**config.mk**
```make
export PLATFORM = sky130hd
export DESIGN_NAME = cpu_mem_ctrl
export DESIGN_NICKNAME = d
export VERILOG_FILES = /design/src/rtl/cpu_mem_ctrl.sv
export SDC_FILE = /design/constraint.sdc
export NUM_CORES = 1
export LEC_CHECK = 0
export BUFFER_PORTS_ARGS = -buffer_cell sky130_fd_sc_hd__clkbuf_2
export CAP_MARGIN = 20
export CELL_PAD_IN_SITES_DETAIL_PLACEMENT = 1
export CELL_PAD_IN_SITES_GLOBAL_PLACEMENT = 2
export CORE_MARGIN = 2
export CORE_UTILIZATION = 45
export CTS_BUF_LIST = sky130_fd_sc_hd__clkbuf_8 sky130_fd_sc_hd__clkbuf_16
export DETAILED_ROUTE_END_ITERATION = 6
export PLACE_DENSITY = 0.81
export SETUP_SLACK_MARGIN = 0.15
export SKIP_CTS_REPAIR_TIMING = 1
export SLEW_MARGIN = 5
export SYNTH_ARGS = -nofsm -noshare
export SYNTH_HDL_FRONTEND = slang
export SYNTH_SLANG_ARGS = --single-unit
```
**constraint.sdc**
```tcl
create_clock -name clk -period 5.3 [get_ports clk]
set_clock_uncertainty 0.2 [all_clocks]
set_input_delay 1.06 -clock clk [delete_from_list [all_inputs] [get_ports clk]]
set_output_delay 1.06 -clock clk [all_outputs]
set_load 0.03 [all_outputs]
```
**src/rtl/cpu_mem_ctrl.sv**
```systemverilog
// CPU program/data RAM shared with a host load/debug port; sequences CPU halt/release.
// Optional CPU write protection below PROT_LIMIT is enabled by defining CPU_MEM_WPROT_EN.
module cpu_mem_ctrl #(
    parameter int DEPTH        = 128,
    parameter bit BOOT_HALTED  = 1'b1,
    parameter int DRAIN_CYCLES = 2,
    parameter int PROT_LIMIT   = 16
) (
    input  logic       clk,
    input  logic       reset,
    input  logic [6:0] cpu_address,
    input  logic [7:0] cpu_data_out,
    input  logic       cpu_write,
    output logic [7:0] cpu_data_in,
    output logic       cpu_reset,
    input  logic       host_halt,
    output logic       halted,
    input  logic       host_req,
    input  logic       host_we,
    input  logic [6:0] host_addr,
    input  logic [7:0] host_wdata,
    output logic       host_gnt,
    output logic [7:0] host_rdata,
    output logic       prot_err
);
    localparam int IW = (DEPTH > 1) ? $clog2(DEPTH) : 1;
    localparam int CW = $clog2(DRAIN_CYCLES + 1);
    localparam logic [7:0] DEPTH8 = 8'(DEPTH);

    typedef enum logic [1:0] {RUN, DRAIN, HALTED, RELEASE} state_t;

    state_t        state, state_nxt;
    logic [CW-1:0] drain_cnt;
    logic [7:0]    mem [DEPTH];
    logic          cpu_active, host_acc, cpu_we;

    function automatic logic [IW-1:0] wrap(input logic [6:0] a);
        logic [7:0] m;
        m = {1'b0, a} % DEPTH8;
        return IW'(m);
    endfunction

    assign cpu_active  = (state == RUN) || (state == DRAIN);
    // No acceptance in the cycle a grant is shown, which spaces grants two cycles apart.
    assign host_acc    = reset && (state == HALTED) && host_req && !host_gnt;
    assign cpu_data_in = mem[wrap(cpu_address)];

`ifdef CPU_MEM_WPROT_EN
    logic cpu_prot, prot_hit, prot_q;
    assign cpu_prot = int'(cpu_address) < PROT_LIMIT;
    assign cpu_we   = cpu_write && cpu_active && !cpu_prot;
    assign prot_hit = cpu_write && cpu_active && cpu_prot;
    assign prot_err = prot_q;

    always_ff @(posedge clk or negedge reset) begin
        if (!reset)                  prot_q <= 1'b0;
        else if (prot_hit)           prot_q <= 1'b1;
        else if (host_acc && host_we) prot_q <= 1'b0;
    end
`else
    assign cpu_we   = cpu_write && cpu_active;
    assign prot_err = 1'b0;
`endif

    always_comb begin
        state_nxt = state;
        case (state)
            RUN:     if (host_halt) state_nxt = DRAIN;
            DRAIN:   if (drain_cnt == CW'(DRAIN_CYCLES - 1)) state_nxt = HALTED;
            HALTED:  if (!host_halt && !host_req && !host_gnt) state_nxt = RELEASE;
            RELEASE: state_nxt = RUN;
            default: state_nxt = state;
        endcase
    end

    always_ff @(posedge clk or negedge reset) begin
        if (!reset) begin
            state      <= BOOT_HALTED ? HALTED : RELEASE;
            drain_cnt  <= '0;
            cpu_reset  <= 1'b1;
            halted     <= 1'b0;
            host_gnt   <= 1'b0;
            host_rdata <= 8'h00;
        end else begin
            state      <= state_nxt;
            drain_cnt  <= (state == DRAIN) ? drain_cnt + CW'(1) : '0;
            // Registered from next state so the CPU is held from the very edge halt is seen.
            cpu_reset  <= (state_nxt != RUN);
            halted     <= (state_nxt == HALTED);
            host_gnt   <= host_acc;
            if (host_acc && !host_we) host_rdata <= mem[wrap(host_addr)];
        end
    end

    // Host and CPU writers are exclusive by state, so one port suffices.
    always_ff @(posedge clk) begin
        if (host_acc && host_we) mem[wrap(host_addr)] <= host_wdata;
        else if (cpu_we)         mem[wrap(cpu_address)] <= cpu_data_out;
    end
endmodule

```
# After elaboration in Yosys (flattened, before gate mapping)
# Memories as Yosys holds them, arrays and structs flattened. A register that Yosys moved wholly into a read port is not among the register bits.
# Index checks and enable logic that the tools add are counted.
[op_classes]
n_addsub = 1
eq_ne = 5
n_mux = 13
n_reduce_logical = 17
[op_table]
columns = ["operator", "count"]
rows = [
  ["logical AND 1 bit", 8],
  ["2-to-1 mux 2 bit", 4],
  ["2-to-1 mux 8 bit", 1],
  ["case mux 2 bit (4 select lines)", 1],
  ["OR reduction 8 bit", 1],
  ["2-to-1 mux 7 bit", 1],
  ["== test 2 bit (second input constant)", 3],
  ["2-to-1 mux 1 bit", 6],
  ["zero test 1 bit", 5],
  ["== test 2 x 1 -> 1 bit (second input constant)", 2],
  ["adder 2 x 1 -> 2 bit (second input constant)", 1],
  ["zero test 2 bit", 1],
  ["nonzero test 2 bit", 1],
  ["logical OR 1 bit", 1],
]
[totals]
ff_bits = 7
ramBits = 1024
out_inout_bits = 20
memories = 1
[memory_table]
columns = ["memory", "words", "width", "rd", "rd_clocked_by_memory_dff", "write_ports", "line", "source"]
rows = [
  ["mem", 128, 8, 2, 1, 1, "34", "logic [7:0] mem [DEPTH];"],
]

# Depth between registers and ports, before layout
# Gate-level depths: netlist (run 1).
[depth]
ltp_word = 9
mapped_depth = 11
ltp_nobuf = 6

# Least setup slack after synthesis (run 1)
# No wires, ideal clock.
[synth_timing]
kind = "input to output"
startpoint = "input cpu_address[1]"
endpoint = "output cpu_data_in[0]"
arrival_time_ns = 3.257
slack_ns = 0.783
path_stages = 7
n_path_buf = 3
path_cell_list = "buf_2 > buf_2 > buf_1 > mux4_2 > mux4_2 > o22ai_1 > nor4_1"
[synth_between]
elab_chain_len = 1
[synth_rtl]
columns = ["item", "line", "source"]
rows = [
  ["start: declaration", "11", "input logic [6:0] cpu_address,"],
  ["memory read (128 x 8 bit)", "--", ""],
  ["end: declaration", "14", "output logic [7:0] cpu_data_in,"],
]
# No other way between the ends.

# Worst setup path after layout (run 1)
[layout_timing]
startpoint = "input cpu_address[0]"
endpoint = "output cpu_data_in[7]"
# Same word-level chain as after synthesis.

==> tab_implementation.tex, run 1 <==
\begin{tabular}{lr}
\hline
Metric & Value \\
\hline
\multicolumn{2}{l}{\textbf{Drt}} \\
\quad Initial drt markers & 3306 \\
\quad Overall routed net length & 148700 microns \\
\quad Total iterations of the first detailed-routing run & 6 \\
\quad Via count & 28.23k \\
\quad Avg WL per Cell & 35.54 microns \\
\quad Antenna-violating nets left & 0 \\
\quad Avg Vias per Cell & 6.748 \\
\quad DRC viols & 0 \\
\multicolumn{2}{l}{\textbf{Floorplan}} \\
\quad Height of the die & 333.6 microns \\
\quad Ports & 56 \\
\quad Number of placement rows & 120 \\
\quad Die ar. & 111300 sq um \\
\quad Total core area & 107400 sq um \\
\quad Initial cell density of the core & 0.4553 \\
\quad Die W & 333.6 microns \\
\multicolumn{2}{l}{\textbf{Synthesis}} \\
\quad Synthesized Nets & 2567 \\
\quad Number of unique standard cell types used by synthesis & 52 \\
\quad Part of the Yosys area used for sequential elements & 0.6368 \\
\quad EDFF count, synth & 1024 \\
\quad Yosys warnings & 0 \\
\quad Cell area after technology mapping & 48880 sq um \\
\quad Flops \& latches, synth & 1039 \\
\quad Avg Cell Area, Syn & 19.32 sq um \\
\quad Async S/R FF share, synth & 0.01444 \\
\quad Synth Flop Type & edfxtp\_1 \\
\quad Gate count after technology mapping & 2530 \\
\multicolumn{2}{l}{\textbf{Timing}} \\
\quad Final TNS setup & 0 ps \\
\quad Worst Tran Pin Value & 1135 ps \\
\quad Hold slack & 160.8 ps \\
\quad Max-slew headroom & 0.2403 \\
\quad F\_max & 0.1907 GHz \\
\quad Tmin final & 5245 ps \\
\quad Number of hold-slack violations in the final timing report & 0 \\
\quad Final max-slew violation count & 0 \\
\quad Final setup violation count & 0 \\
\quad Part of the cycle the worst path needs & 0.9896 \\
\quad Unrepaired setup endpoints after global routing & true \\
\multicolumn{2}{l}{\textbf{Final layout}} \\
\quad Multi-input combinational cell area & 16730 sq um \\
\quad Synthesis-to-layout area growth & 13.28\% \\
\quad Utilization after layout & 0.5158 \\
\quad Non-filler cells, final & 4184 \\
\quad Number of nets in the layout & 2723 \\
\quad Most frequent standard cell in the layout excluding fill and tap cells & edfxtp\_1 \\
\quad Fraction of final layout cells sized beyond drive strength 1 & 0.3559 \\
\quad Filler Cells Inserted & 9562 \\
\quad Total area of sequential cells & 31130 sq um \\
\quad Most frequent cells in the layout & 1024 x edfxtp\_1, 513 x mux4\_2, 164 x buf\_4 \\
\multicolumn{2}{l}{\textbf{Power}} \\
\quad Pwr per Cell Area & 350.3 nW/um\^{}2 \\
\quad Maximum ir drop on the vdd rail & 0.2537 mV \\
\quad Overall Power & 19.40 mW \\
\quad Static leakage & 17.73 nW \\
\multicolumn{2}{l}{\textbf{Critical path}} \\
\quad Largest fanout of any net on the critical path & 35 \\
\quad Buffers plus inverters on the worst setup path & 4 \\
\quad CP arrival & 3980 ps \\
\quad Worst Setup Path Type & in -> out \\
\quad Critical Path Most Common Cell & mux4\_2 \\
\quad Cells traversed along the worst timing path & buf\_8 > buf\_12 > mux4\_2 > mux4\_2 > o22ai\_1 > nor4\_1 > buf\_4 > clkbuf\_2 \\
\quad Critical Path RT & 4040 ps \\
\quad Origin of the critical flop-to-flop path & state[1] \\
\quad Library cell contributing the largest single delay on the critical path & mux4\_2 \\
\quad Beginning of the critical path & cpu\_address[0] \\
\quad Startpoint type of the worst setup path & primary input \\
\quad Type of destination of the critical path & output port \\
\quad Critical path's top delay family & multiplexers \\
\quad Slowest cell delay on critical path & 590 ps \\
\multicolumn{2}{l}{\textbf{Placed design}} \\
\quad \# port buffers & 54 \\
\quad Final weighted congestion in routability-driven placement & 0.9036 \\
\quad Placed cell count & 3975 \\
\quad HPWL after DPL & 100200 microns \\
\multicolumn{2}{l}{\textbf{Global routing}} \\
\quad Largest net degree at the start of global routing & 91 \\
\quad Global-route wire length before repair & 216300 microns \\
\quad Total track usage & 0.2700 \\
\quad Via count of the first global-routing pass & 29.95k \\
\quad Initial antenna violation count & 4 \\
\quad Total overflow reported by the global router & 0 \\
\multicolumn{2}{l}{\textbf{Outcome}} \\
\quad Status & completed \\
\multicolumn{2}{l}{\textbf{Clocking}} \\
\quad CTS Sinks & 1039 \\
\quad Num CTS Buffers & 109 \\
\quad CTS root buffer & clkbuf\_16 \\
\quad Insertion delay of the later-clocked pin in the worst-skew pair & 700 ps \\
\quad Clock tree from TritonCTS & built \\
\quad CTS max path bufs & 3 \\
\quad H-tree depth reported by CTS & 3 \\
\quad Clock transition at the registers of the reported paths & 70 ps \\
\multicolumn{2}{l}{\textbf{Hold path}} \\
\quad Class of the worst hold path & in -> async \\
\multicolumn{2}{l}{\textbf{Job}} \\
\quad Number of maximum-capacitance constraint violations & 0 \\
\hline
\end{tabular}
==> metal layers <==
| metal | up-vias | wire length [microns] | global-route usage |
|---|---|---|---|
| met5 | - | 27 | 0 |
| met4 | 4 | 5849 | 0.1042 |
| met3 | 295 | 13460 | 0.05791 |
| met2 | 1459 | 72050 | 0.4336 |
| met1 | 15250 | 57280 | 0.3634 |
| li1 | 11220 | - | - |
==> path summary, 6_finish.rpt <==
| kind | end | slack (ps) | cells past startpoint |
|---|---|---|---|
| setup / recovery | cpu_data_in[7] | 60 | 8 |
| hold / removal | host_rdata[3] | 160 | 2 |
| setup reg to reg | mem[5][0] | 1350 | 6 |
| hold reg to reg | drain_cnt[0] | 240 | 1 |
| max in group asynchronous | state[1] | 4430 | 2 |
| min in group clk | drain_cnt[0] | 240 | 1 |
==> where the power goes <==
| group | total, mW | leakage [nW] | internal (mW) | switching (mW) |
|---|---|---|---|---|
| Sequential | 9.56 | 9.43 | 9.46 | 0.0958 |
| Clock | 7.64 | 1.84 | 4.42 | 3.22 |
| Combinational | 2.20 | 6.46 | 0.734 | 1.46 |
==> layout make-up <==
class,count,area share
Antenna cell,2,0.00009038
Clock inverter,91,0.01306
Timing Repair Buffer,248,0.03900
Clock buffer,113,0.05107
Multi-Input combinational cell,1276,0.3021
Tap cell,1403,0.03170
Sequential cell,1039,0.5621
Inverter,12,0.0008134
==> cells in the mapped netlist (3+ instances only) <==
library cell	number	area (sq um)
buf_4	21	157.7
mux4_2	513	11550
mux2_2	34	382.9
a211oi_1	10	75.07
a22oi_1	22	165.2
nor4_1	15	93.84
buf_1	31	116.4
nor3_1	15	75.07
o221ai_1	15	131.4
o311ai_0	3	26.28
a31oi_1	16	100.1
nand3b_1	9	67.56
buf_2	70	350.3
clkbuf_1	64	240.2
nand3_1	23	115.1
o221a_2	14	157.7
edfxtp_1	1024	30750
buf_8	4	60.06
a22o_1	6	52.55
o32ai_1	14	122.6
inv_1	12	45.04
a221oi_1	22	192.7
nand2_1	77	289.0
o21ai_0	25	125.1
a21oi_1	26	130.1
nor2_1	141	529.3
dfrtp_1	13	325.3
nor2b_1	26	162.7
and2_1	4	25.02
mux2i_1	118	1181
o22a_1	7	61.31
o22ai_1	62	387.9
a32oi_1	11	96.34
buf_6	12	135.1
or2_2	4	25.02
nand2b_1	26	162.7
==> sequential cells by signal (all words and copies together) (netlist names) <==
register    count
cpu_reset       1
drain_cnt       2
halted          1
host_gnt        1
host_rdata      8
mem          1024
state           2
==> through the flow <==
stage               setup slack [ps]  area, sq um
global placement               135.4        51730
finish                         55.27        55370
floorplan                      783.3        48880
CTS                            104.4        55310
detailed placement             111.1        51760
global route                   74.29        55370
==> cells by family (layout without fill, tap and decap cells) <==
group                    after synthesis  after routing  synth area share
AND/OR/NAND/NOR                      349            349           0.03307
multiplexers                         665            665            0.2683
adder cells (fa/ha/maj)                1              1         0.0002559
AO/OA/AOI/OAI                        260            260           0.03847
flip-flops                          1039           1039            0.6368
other                                  1              3        0.00007671
buffers and inverters                215            464           0.02301
Note: power is estimated with default switching activity, not from simulation.
==> run 2: changes to the inputs <==
Settings changed: PLACE_DENSITY 0.81 to 0.72.
Clock period 5.3 ns to 4.3 ns, I/O delays scaled along.
==> run 2 against run 1 <==
Hold slack better by 89 ps. Cell count up 4.8%. Critical path depth increased by 2. Via count rose by 2.7%. Non-clock buffer count up 204. Flip-flop and latch count did not move. Sequential share of layout area shrank 2.6 points. Worst setup slack improved by 21 ps. Wire length grew 7.2%. Register-to-register slack worse by 480 ps. Critical path type unchanged. Largest power group unchanged.
==> tab_implementation.tex, run 2 (same netlist as run 1, synthesis figures left out) <==
\begin{tabular}{lr}
\hline
Metric & Value \\
\hline
\multicolumn{2}{l}{\textbf{Floorplan}} \\
\quad Die W & 333.6 microns \\
\quad Number of placement rows & 120 \\
\quad Initial cell density of the core & 0.4553 \\
\quad Height of the die & 333.6 microns \\
\quad Die ar. & 111300 sq um \\
\quad Total core area & 107400 sq um \\
\quad Ports & 56 \\
\multicolumn{2}{l}{\textbf{Final layout}} \\
\quad Fraction of final layout cells sized beyond drive strength 1 & 0.4113 \\
\quad Filler Cells Inserted & 9422 \\
\quad Diode count & 0 \\
\quad Top reg by flops & mem \\
\quad Number of flip-flops in the largest register & 1024 \\
\quad Most frequent cells in the layout & 1024 x edfxtp\_1, 513 x mux4\_2, 300 x buf\_4 \\
\quad Most frequent standard cell in the layout excluding fill and tap cells & edfxtp\_1 \\
\quad Utilization after layout & 0.5405 \\
\quad Synthesis-to-layout area growth & 18.71\% \\
\quad Largest registers & mem x1024, host\_rdata x8 \\
\quad Final design instance area without fill & 58030 sq um \\
\quad Number of nets in the layout & 2930 \\
\multicolumn{2}{l}{\textbf{Power}} \\
\quad Switching part of the total power & 0.2518 \\
\quad Sw power & 6.106 mW \\
\quad Maximum ir drop on the vdd rail & 0.3545 mV \\
\quad Pwr per Cell Area & 417.9 nW/um\^{}2 \\
\quad Part of the power in registers & 0.485 \\
\quad Clock power share & 0.388 \\
\quad Static leakage & 19.09 nW \\
\quad Share of total power in combinational logic & 0.127 \\
\quad Internal power contribution & 18.14 mW \\
\multicolumn{2}{l}{\textbf{Critical path}} \\
\quad Critical Path RT & 3240 ps \\
\quad Largest fanout of any net on the critical path & 6 \\
\quad Worst Setup Path Type & in -> out \\
\quad Type of destination of the critical path & output port \\
\quad Crit path depth & 10 \\
\quad Library cell contributing the largest single delay on the critical path & mux4\_2 \\
\quad Cells traversed along the worst timing path & buf\_16 > buf\_12 > buf\_12 > buf\_6 > mux4\_2 > mux4\_2 > o22ai\_2 > nor4\_2 > buf\_4 > buf\_6 \\
\quad Startpoint type of the worst setup path & primary input \\
\quad Buffers plus inverters on the worst setup path & 6 \\
\quad Critical path's top delay family & multiplexers \\
\quad CP arrival & 3160 ps \\
\quad Length in cells of the worst reg-to-reg path & 5 \\
\quad Slowest cell delay on critical path & 550 ps \\
\multicolumn{2}{l}{\textbf{Clocking}} \\
\quad Insertion delay of the later-clocked pin in the worst-skew pair & 710 ps \\
\quad Clock transition at the registers of the reported paths & 60 ps \\
\quad H-tree depth reported by CTS & 3 \\
\quad CTS Sinks & 1039 \\
\quad CTS max path bufs & 3 \\
\quad Clock tree from TritonCTS & built \\
\quad CTS root buffer & clkbuf\_16 \\
\quad Num CTS Buffers & 112 \\
\multicolumn{2}{l}{\textbf{Global routing}} \\
\quad Largest net degree at the start of global routing & 129 \\
\quad Global-route wire length before repair & 226800 microns \\
\quad Total overflow reported by the global router & 0 \\
\quad Via count of the first global-routing pass & 30.20k \\
\quad Total track usage & 0.2851 \\
\quad Initial antenna violation count & 2 \\
\multicolumn{2}{l}{\textbf{Outcome}} \\
\quad Status & completed \\
\multicolumn{2}{l}{\textbf{Timing}} \\
\quad Number of hold-slack violations in the final timing report & 0 \\
\quad Unrepaired setup endpoints after global routing & true \\
\quad Worst Tran Pin Value & 1149 ps \\
\quad Tmin final & 4224 ps \\
\quad F\_max & 0.2368 GHz \\
\quad Final max-slew violation count & 0 \\
\quad Max-slew headroom & 0.2315 \\
\quad Final TNS setup & 0 ps \\
\quad Final setup violation count & 0 \\
\quad Part of the cycle the worst path needs & 0.9823 \\
\multicolumn{2}{l}{\textbf{Drt}} \\
\quad Via count & 28.99k \\
\quad Antenna-violating nets left & 0 \\
\quad Overall routed net length & 159400 microns \\
\quad Total iterations of the first detailed-routing run & 5 \\
\quad Avg Vias per Cell & 6.610 \\
\quad Avg WL per Cell & 36.35 microns \\
\quad Initial drt markers & 3328 \\
\quad DRC viols & 0 \\
\multicolumn{2}{l}{\textbf{Hold path}} \\
\quad Worst hold path stage count & 1 \\
\quad Class of the worst hold path & reg -> reg \\
\multicolumn{2}{l}{\textbf{Placed design}} \\
\quad Cell area reported after detailed placement & 53380 sq um \\
\quad Final weighted congestion in routability-driven placement & 0.9373 \\
\quad \# port buffers & 54 \\
\quad HPWL after DPL & 108200 microns \\
\multicolumn{2}{l}{\textbf{Job}} \\
\quad Number of maximum-capacitance constraint violations & 0 \\
\hline
\end{tabular}
run 2: cell count changes in the layout (fill, tap and decap cells not counted), sizes merged:
cell / before / now
dlygate4sd3: 0 / 1
diode: 2 / 0
clkinvlp: 4 / 8
bufinv: 12 / 8
inv: 40 / 33
clkinv: 47 / 50
buf: 201 / 401
clkbuf: 160 / 167
run 2: final cells by class:
| class | instances | area [sq um] | share of cell area |
|---|---|---|---|
| clock buffer | 117 | 2928 | 0.05046 |
| clock inverter | 87 | 614.3 | 0.01059 |
| inverter | 12 | 45.04 | 0.0007762 |
| multi-input combinational | 1276 | 17030 | 0.2934 |
| sequential | 1039 | 31130 | 0.5364 |
| tap | 1403 | 1755 | 0.03025 |
| timing repair buffer | 452 | 4532 | 0.07810 |
run 2: metrics by stage:
step / hold slack, ps / instances / worst slack, ps / power [mW]
final: 249.5 / 4386 / 76.27 / 24.25
after CTS: -40.79 / 4345 / -334.4 / 24.20
after global placement: 219.7 / 4140 / -333.3 / 14.77
after floorplan: 209.7 / 2530 / 183.3 / 13.58
after global routing: 267.8 / 4386 / 39.40 / 24.86
after detailed placement: 244.8 / 4141 / -333.4 / 14.87
run 2: power groups by stage:
stage	clock network (mW)	registers [mW]	logic, mW
2_1_floorplan	0	12.1	1.51
3_3_place_gp	0	12.0	2.82
3_5_place_dp	0	12.0	2.91
4_1_cts	9.52	11.7	2.93
5_1_grt	9.87	11.8	3.23
6_report	9.41	11.8	3.08
run 2: metal layers:
layer / vias up / track usage / part of all wire
met3: 219 / 0.05721 / 0.088
met5: - / 0 / 0.00015
met2: 1342 / 0.4631 / 0.49
met4: 4 / 0.07346 / 0.028
li1: 11650 / - / -
met1: 15780 / 0.3965 / 0.40
run 2: worst paths after layout:
kind                                startpoint        endpoint  slack [ps]
worst max-delay path            cpu_address[0]  cpu_data_in[2]          80
worst min-delay path              drain_cnt[0]    drain_cnt[0]         250
worst max register to register        state[1]       mem[8][4]         870
worst min register to register    drain_cnt[0]    drain_cnt[0]         250
max in group asynchronous                reset        state[1]        3070
min in group asynchronous                reset          halted         540
